$ cat config.mk
export PLATFORM = sky130hd
export DESIGN_NAME = mem_req_arbiter_flat
export DESIGN_NICKNAME = d
export VERILOG_FILES = /design/src/rtl/mem_req_arbiter_pkg.sv /design/src/rtl/mem_req_arbiter_if.sv /design/src/rtl/mem_req_arbiter_order_fifo.sv /design/src/rtl/mem_req_arbiter.sv /design/src/flat_wrapper.sv
export SDC_FILE = /design/constraint.sdc
export NUM_CORES = 1
export LEC_CHECK = 0
export ABC_AREA = 1
export BUFFER_PORTS_ARGS = -buffer_cell sky130_fd_sc_hd__buf_4
export CAP_MARGIN = 20
export CORE_AREA = 10 10 115 117
export CTS_BUF_LIST = sky130_fd_sc_hd__clkbuf_8 sky130_fd_sc_hd__clkbuf_16
export DETAILED_ROUTE_END_ITERATION = 12
export DIE_AREA = 0 0 125 127
export PLACE_DENSITY = 0.58
export SYNTH_ARGS = -nofsm -noshare
export SYNTH_HDL_FRONTEND = slang
export SYNTH_SLANG_ARGS = --single-unit
$ cat constraint.sdc
create_clock -name clk -period 2.3 [get_ports clk]
set_input_delay 0.115 -clock clk [delete_from_list [all_inputs] [get_ports clk]]
set_output_delay 0.115 -clock clk [all_outputs]
set_load 0.01 [all_outputs]
$ cat src/rtl/mem_req_arbiter_pkg.sv
// rtl/mem_req_arbiter_pkg.sv - shared IDs and SRAM size encodings for the memory request arbiter
package mem_req_arbiter_pkg;

    // Order FIFO entry: which master owns an outstanding transaction
    localparam logic ARB_ID_INST = 1'b0;
    localparam logic ARB_ID_DATA = 1'b1;

    // SRAM-like transfer size encodings
    localparam logic [1:0] SIZE_B = 2'd0;
    localparam logic [1:0] SIZE_H = 2'd1;
    localparam logic [1:0] SIZE_W = 2'd2;

endpackage

$ cat src/rtl/mem_req_arbiter_if.sv
// rtl/mem_req_arbiter_if.sv - SRAM-like request/response port (req/addr_ok/data_ok) with master and slave views
interface mem_req_arbiter_if;

    logic        req;
    logic        wr;
    logic [1:0]  size;
    logic [3:0]  wstrb;
    logic [31:0] addr;
    logic [31:0] wdata;
    logic        addr_ok;
    logic        data_ok;
    logic [31:0] rdata;

    // Issuer of requests (pipeline stage, or the arbiter toward the bridge)
    modport master (
        output req, wr, size, wstrb, addr, wdata,
        input  addr_ok, data_ok, rdata
    );

    // Acceptor of requests (the arbiter toward a stage, or the bridge)
    modport slave (
        input  req, wr, size, wstrb, addr, wdata,
        output addr_ok, data_ok, rdata
    );

endinterface

$ cat src/rtl/mem_req_arbiter_order_fifo.sv
// rtl/mem_req_arbiter_order_fifo.sv - arb_order_fifo: 1-bit-wide synchronous FIFO recording transaction issue order
module arb_order_fifo #(
    parameter int DEPTH = 2,
    parameter int CNT_W = 3
) (
    input  logic clk,
    input  logic reset,
    input  logic push,
    input  logic pop,
    input  logic din,
    output logic dout,
    output logic full,
    output logic empty
);

    localparam int PTR_W = (DEPTH > 1) ? $clog2(DEPTH) : 1;

    logic [DEPTH-1:0] mem_q;
    logic [PTR_W-1:0] wr_ptr_q, wr_ptr_d;
    logic [PTR_W-1:0] rd_ptr_q, rd_ptr_d;
    logic [CNT_W-1:0] count_q, count_d;
    logic             do_push;
    logic             do_pop;

    // Pointers wrap at DEPTH, which need not be a power of two
    function automatic logic [PTR_W-1:0] ptr_inc(input logic [PTR_W-1:0] p);
        if (p == PTR_W'(DEPTH - 1)) begin
            return '0;
        end
        return p + 1'b1;
    endfunction

    assign full    = (count_q == CNT_W'(DEPTH));
    assign empty   = (count_q == '0);
    assign do_push = push && !full;
    assign do_pop  = pop && !empty;
    assign dout    = mem_q[rd_ptr_q];

    // Next-state for pointers and occupancy; push+pop together leaves count unchanged
    always_comb begin
        wr_ptr_d = wr_ptr_q;
        rd_ptr_d = rd_ptr_q;
        count_d  = count_q;
        if (do_push) begin
            wr_ptr_d = ptr_inc(wr_ptr_q);
        end
        if (do_pop) begin
            rd_ptr_d = ptr_inc(rd_ptr_q);
        end
        if (do_push && !do_pop) begin
            count_d = count_q + 1'b1;
        end else if (do_pop && !do_push) begin
            count_d = count_q - 1'b1;
        end
    end

    // Storage, pointer and count registers
    always_ff @(posedge clk) begin
        if (reset) begin
            mem_q    <= '0;
            wr_ptr_q <= '0;
            rd_ptr_q <= '0;
            count_q  <= '0;
        end else begin
            if (do_push) begin
                mem_q[wr_ptr_q] <= din;
            end
            wr_ptr_q <= wr_ptr_d;
            rd_ptr_q <= rd_ptr_d;
            count_q  <= count_d;
        end
    end

endmodule

$ cat src/rtl/mem_req_arbiter.sv
// rtl/mem_req_arbiter.sv - shares one SRAM-like memory port between inst and data requesters; ARB_ROUND_ROBIN_EN selects round-robin grant
module mem_req_arbiter
    import mem_req_arbiter_pkg::*;
#(
    parameter int MAX_OUTSTANDING = 2,
    parameter int CNT_W           = 3
) (
    input  logic              clk,
    input  logic              reset,
    mem_req_arbiter_if.slave  inst,
    mem_req_arbiter_if.slave  data,
    mem_req_arbiter_if.master mem
);

    logic lock_q, lock_d;
    logic lock_id_q, lock_id_d;
    logic grant_id;
    logic grant_req;
    logic fifo_full;
    logic fifo_empty;
    logic head_id;
    logic accept;
    logic ret_valid;

`ifdef ARB_ROUND_ROBIN_EN
    logic last_winner_q;

    // Remember who won the last accepted handshake so a contested grant alternates
    always_ff @(posedge clk) begin
        if (reset) begin
            last_winner_q <= ARB_ID_INST;
        end else if (accept) begin
            last_winner_q <= grant_id;
        end
    end
`endif

    // Grant selection: a pending lock pins the grant so the payload cannot switch mid-handshake
    always_comb begin
        grant_id = ARB_ID_INST;
        if (lock_q) begin
            grant_id = lock_id_q;
`ifdef ARB_ROUND_ROBIN_EN
        end else if (data.req && inst.req) begin
            grant_id = ~last_winner_q;
`endif
        end else if (data.req) begin
            grant_id = ARB_ID_DATA;
        end
    end

    assign grant_req = (grant_id == ARB_ID_DATA) ? data.req : inst.req;
    assign mem.req   = !reset && grant_req && !fifo_full;
    assign accept    = mem.req && mem.addr_ok;

    // Lock follows an unaccepted request and drops on the accepting cycle
    always_comb begin
        lock_d    = lock_q;
        lock_id_d = lock_id_q;
        if (accept) begin
            lock_d = 1'b0;
        end else if (mem.req) begin
            lock_d    = 1'b1;
            lock_id_d = grant_id;
        end
    end

    // Lock state registers
    always_ff @(posedge clk) begin
        if (reset) begin
            lock_q    <= 1'b0;
            lock_id_q <= ARB_ID_INST;
        end else begin
            lock_q    <= lock_d;
            lock_id_q <= lock_id_d;
        end
    end

    // Payload toward the bridge; held at zero when nothing is being issued
    always_comb begin
        mem.wr    = 1'b0;
        mem.size  = SIZE_B;
        mem.wstrb = '0;
        mem.addr  = '0;
        mem.wdata = '0;
        if (mem.req) begin
            if (grant_id == ARB_ID_DATA) begin
                mem.wr    = data.wr;
                mem.size  = data.size;
                mem.wstrb = data.wstrb;
                mem.addr  = data.addr;
                mem.wdata = data.wdata;
            end else begin
                mem.wr    = inst.wr;
                mem.size  = inst.size;
                mem.wstrb = inst.wstrb;
                mem.addr  = inst.addr;
                mem.wdata = inst.wdata;
            end
        end
    end

    assign data.addr_ok = accept && (grant_id == ARB_ID_DATA);
    assign inst.addr_ok = accept && (grant_id == ARB_ID_INST);

    arb_order_fifo #(
        .DEPTH (MAX_OUTSTANDING),
        .CNT_W (CNT_W)
    ) u_order_fifo (
        .clk   (clk),
        .reset (reset),
        .push  (accept),
        .pop   (mem.data_ok),
        .din   (grant_id),
        .dout  (head_id),
        .full  (fifo_full),
        .empty (fifo_empty)
    );

    // A response with nothing outstanding is stray and goes nowhere
    assign ret_valid    = !reset && mem.data_ok && !fifo_empty;
    assign inst.data_ok = ret_valid && (head_id == ARB_ID_INST);
    assign data.data_ok = ret_valid && (head_id == ARB_ID_DATA);
    assign inst.rdata   = reset ? '0 : mem.rdata;
    assign data.rdata   = reset ? '0 : mem.rdata;

endmodule

$ cat src/flat_wrapper.sv
// flat-port wrapper written by rule: the top's interface ports become plain ports
module mem_req_arbiter_flat import mem_req_arbiter_pkg::*;
#(
    parameter int MAX_OUTSTANDING = 2,
    parameter int CNT_W           = 3
)
  (clk, reset, inst_req, inst_wr, inst_size, inst_wstrb, inst_addr, inst_wdata, inst_addr_ok, inst_data_ok, inst_rdata, data_req, data_wr, data_size, data_wstrb, data_addr, data_wdata, data_addr_ok, data_data_ok, data_rdata, mem_req, mem_wr, mem_size, mem_wstrb, mem_addr, mem_wdata, mem_addr_ok, mem_data_ok, mem_rdata);
  mem_req_arbiter_if inst_i ();
  mem_req_arbiter_if data_i ();
  mem_req_arbiter_if mem_i ();
  input  logic clk;
  input  logic reset;
  input wire logic [$bits(inst_i.req)-1:0] inst_req;
  input wire logic [$bits(inst_i.wr)-1:0] inst_wr;
  input wire logic [$bits(inst_i.size)-1:0] inst_size;
  input wire logic [$bits(inst_i.wstrb)-1:0] inst_wstrb;
  input wire logic [$bits(inst_i.addr)-1:0] inst_addr;
  input wire logic [$bits(inst_i.wdata)-1:0] inst_wdata;
  output wire logic [$bits(inst_i.addr_ok)-1:0] inst_addr_ok;
  output wire logic [$bits(inst_i.data_ok)-1:0] inst_data_ok;
  output wire logic [$bits(inst_i.rdata)-1:0] inst_rdata;
  input wire logic [$bits(data_i.req)-1:0] data_req;
  input wire logic [$bits(data_i.wr)-1:0] data_wr;
  input wire logic [$bits(data_i.size)-1:0] data_size;
  input wire logic [$bits(data_i.wstrb)-1:0] data_wstrb;
  input wire logic [$bits(data_i.addr)-1:0] data_addr;
  input wire logic [$bits(data_i.wdata)-1:0] data_wdata;
  output wire logic [$bits(data_i.addr_ok)-1:0] data_addr_ok;
  output wire logic [$bits(data_i.data_ok)-1:0] data_data_ok;
  output wire logic [$bits(data_i.rdata)-1:0] data_rdata;
  output wire logic [$bits(mem_i.req)-1:0] mem_req;
  output wire logic [$bits(mem_i.wr)-1:0] mem_wr;
  output wire logic [$bits(mem_i.size)-1:0] mem_size;
  output wire logic [$bits(mem_i.wstrb)-1:0] mem_wstrb;
  output wire logic [$bits(mem_i.addr)-1:0] mem_addr;
  output wire logic [$bits(mem_i.wdata)-1:0] mem_wdata;
  input wire logic [$bits(mem_i.addr_ok)-1:0] mem_addr_ok;
  input wire logic [$bits(mem_i.data_ok)-1:0] mem_data_ok;
  input wire logic [$bits(mem_i.rdata)-1:0] mem_rdata;
  assign inst_i.req = inst_req;
  assign inst_i.wr = inst_wr;
  assign inst_i.size = inst_size;
  assign inst_i.wstrb = inst_wstrb;
  assign inst_i.addr = inst_addr;
  assign inst_i.wdata = inst_wdata;
  assign inst_addr_ok = inst_i.addr_ok;
  assign inst_data_ok = inst_i.data_ok;
  assign inst_rdata = inst_i.rdata;
  assign data_i.req = data_req;
  assign data_i.wr = data_wr;
  assign data_i.size = data_size;
  assign data_i.wstrb = data_wstrb;
  assign data_i.addr = data_addr;
  assign data_i.wdata = data_wdata;
  assign data_addr_ok = data_i.addr_ok;
  assign data_data_ok = data_i.data_ok;
  assign data_rdata = data_i.rdata;
  assign mem_req = mem_i.req;
  assign mem_wr = mem_i.wr;
  assign mem_size = mem_i.size;
  assign mem_wstrb = mem_i.wstrb;
  assign mem_addr = mem_i.addr;
  assign mem_wdata = mem_i.wdata;
  assign mem_i.addr_ok = mem_addr_ok;
  assign mem_i.data_ok = mem_data_ok;
  assign mem_i.rdata = mem_rdata;
  mem_req_arbiter #(.MAX_OUTSTANDING(MAX_OUTSTANDING), .CNT_W(CNT_W)) u_core (.clk(clk), .reset(reset), .inst(inst_i), .data(data_i), .mem(mem_i));
endmodule
==> flow_summary.ini <==
[min_path]
hold_class = in -> reg

[logic_synthesis]
synth_edf_count = 0
synth-adder-area-share_pct = 1.345
synthFlopType = dfxtp_1
synthSimpleGateAreaFrac_pct = 33.37
synth_compound_area_share_pct = 29.13
ys_warn_count = 0
synth_most_common_cell = nand2_1
seq_area_frac_synth_pct = 7.450
async_flop_share_pct = 0
syn_area_um2 = 2419
synth_common_cells = nand2_1, a21oi_2, inv_1
synth_top_family_by_area = simple AND/OR/NAND/NOR gates
synth_mux_area_share_pct = 0
syn_inst = 408
synthTopCellsByArea = a21oi_2, nand2_1, buf_4
ys_types = 29
ys_ff_latch = 9
yosys.area_share.xor_xnor_pct = 0.3621
synth_area_per_cell_um2 = 5.928
yosysTopAreaCell = a21oi_2
syn_nets = 590
synth_top_area_share_pct = 25.35

[critical_path]
r2r_setup_slack_ns = 0.24
r2r-start = u_core.lock_q
worst-path-stages = 13
worstSetupEndpointType = register
max_stage_delay_ns = 0.41
worstRegToRegCells = 13
required_ns = 2.42
crit_buf_inv = 2
path_max_fanout = 4
endpoint = u_core.u_order_fifo.count_q[2]
r2r_end = u_core.u_order_fifo.count_q[2]
worstSetupStartpointType = register
worstSetupPathType = reg -> reg
path_cells = inv_2, nand2_2, nand3_2, nand2_2, nand2_4, nor2_2, ha_1, inv_1, fa_1, a21oi_1, o21ai_0, o21ai_0, a21oi_1
crit_path_top_delay_cell = dfxtp_1
arrival_ns = 2.18
crit_start = u_core.lock_q
cpLargestDelayFamily = adder cells

[detailed_routing]
drt-wirelength-per-cell_um = 15.81
via_count = 3491
viasPerCell = 4.252
totalWireLength_um = 12980
drc = 0
first_iter_violations = 158
drtAntennaViolNets = 0
first_pass_iters = 4

[timing]
finClkSkew_ns = 0.0004219
maxSlewViolCount = 0
tightest_slew_ns = 0.5070
setup_viol = 0
worst_slack_ns = 0.2370
fmax_mhz = 484.7
finalSetupTns_ns = 0
min_period_ns = 2.063
hold_viol_final = 0
timing.final.crit_share_pct = 89.69
rsz0062_at_grt = no
relSlewSlack_pct = 66.20

[run]
drv_cap = 0

[cts]
ctsResizeCount = 0
clock-sinks = 9
clockBufferDepth = 2
clk_pin_slew_ns = 0.04
cts_buffers = 3
holdBufCountCts = 0
cts_tree = built
worstSkewPairLatency_ns = 0.24
clockRootBuffer = clkbuf_16
cts_setup_buffers = 0
h-tree-depth = 1

[final_layout]
fillers = 1177
antenna_cells = 0
syn_to_final_growth_pct = 92.19
utilization_pct = 41.78
nets = 861
drive_gt1_share_pct = 60.32

[floorplan]
core-area_um2 = 11130
fp.dieH_um = 127
die_w_um = 125
dieArea_um2 = 15880
floorplan.initialDensity_pct = 21.74
row_count = 39
num_io_pins = 320

[pwr]
power_w = 0.002329
power_leakage_nw = 2.538
ir_worst_vdd_mv = 0.3896
power_density_nw_per_um2 = 501.0

[grt]
grt_first_pass_wirelength_um = 19460
grt_pass1_vias = 3543
grt_usage_pct = 14.68
antenna_found_initial = 0
grt_max_degree = 74
overflow = 0

[place]
place.gp.congestion = 0.8578
dp_hpwl_um = 10880
pre_cts_ws_ns = 0.2385
portBuffers = 319

[run_status]
status = finished clean
[sequential cells by signal (all words and copies together), names as in the netlist]
name and count:
u_core.u_order_fifo.count_q 3, u_core.u_order_fifo.rd_ptr_q 1, u_core.lock_q 1, u_core.lock_id_q 1, u_core.u_order_fifo.wr_ptr_q 1, u_core.u_order_fifo.mem_q 2
[worst register-to-register path: cells and delay by family, from the launching register on]
| kind | cells | cell delay, ns |
|---|---|---|
| adder cells (fa/ha/maj) | 2 | 0.52 |
| flip-flops | 1 | 0.41 |
| buffers and inverters | 2 | 0.14 |
| AO/OA/AOI/OAI | 4 | 0.46 |
| AND/OR/NAND/NOR | 5 | 0.41 |
[layout make-up]
type | count | area (um2) | area share (%)
repair buffers | 325 | 2477 | 53.30
clock inverters | 1 | 3.754 | 0.08075
flip-flops and latches | 9 | 180.2 | 3.876
well taps | 143 | 178.9 | 3.849
inverters | 46 | 172.7 | 3.715
multi-input cells | 294 | 1560 | 33.57
clock buffers | 3 | 75.07 | 1.615
[routing by layer]
layer	up-vias	wire (um)	part of all wire, %	track usage, %
li1	1758	-	-	-
met1	1517	4936	38	16.19
met2	201	6495	50	25.64
met3	15	1306	10	5.790
met4	0	240	1.8	4.201
met5	-	0	0	0
[power breakdown]
part / switching, W / internal, W
logic: 0.000982 / 0.000806
clock network: 0.0000776 / 0.000227
registers: 0.0000366 / 0.000199
total: 0.00110 / 0.00123
[through the flow]
| stage | area (um2) | instances | hold slack, ns |
|---|---|---|---|
| 6_report | 4648 | 821 | 0.1600 |
| 4_1_cts | 4648 | 821 | 0.1566 |
| 3_3_place_gp | 4569 | 817 | 0.4055 |
| 2_1_floorplan | 2419 | 408 | 0.2728 |
| 3_5_place_dp | 4569 | 817 | 0.4078 |
| 5_1_grt | 4648 | 821 | 0.1708 |
[how the worst min path moves through the flow]
stage / start / cells after the start / endpoint / slack [ns]
after floorplan: reset / 3 / u_core.u_order_fifo.wr_ptr_q / 0.27
after global placement: reset / 4 / u_core.u_order_fifo.wr_ptr_q / 0.41
after detailed placement: reset / 4 / u_core.u_order_fifo.wr_ptr_q / 0.41
after CTS: reset / 4 / u_core.u_order_fifo.wr_ptr_q / 0.16
after global routing: reset / 4 / u_core.u_order_fifo.wr_ptr_q / 0.17
final: reset / 4 / u_core.u_order_fifo.wr_ptr_q / 0.16
[placed cells by master (no fill, tap or decap)]
cell type  synthesis  routed
nand4_1            4       4
nand3_2            1       1
fa_1               1       1
a21oi_2           70      70
a21oi_1            8       8
nor3b_1            1       1
ha_1               1       1
buf_4             35     322
nor3_1             1       1
inv_2              4       4
nand2_4            1       1
nand3_1            1       1
nor2_2             1       1
xor2_1             1       1
nand2_1          155     155
o21ai_1            1       1
a211oi_2           1       1
o21ai_0            5       5
inv_1             42      43
clkbuf_16          0       3
o21ai_4            0       1
nor2_1            38      38
nand2_2            2       2
dfxtp_1            9       9
buf_12             8       3
[cell families (layout without fill, tap and decap cells)]
kind of cell / count (synthesis) / after routing
and+or+nand+nor: 205 / 205
buffers and inverters: 105 / 375
AOI/OAI and AO/OA: 86 / 86
DFF: 9 / 9
adders and majority gates: 2 / 2
xor gates and xnor gates: 1 / 1
Power figures use the tool's default switching activity.
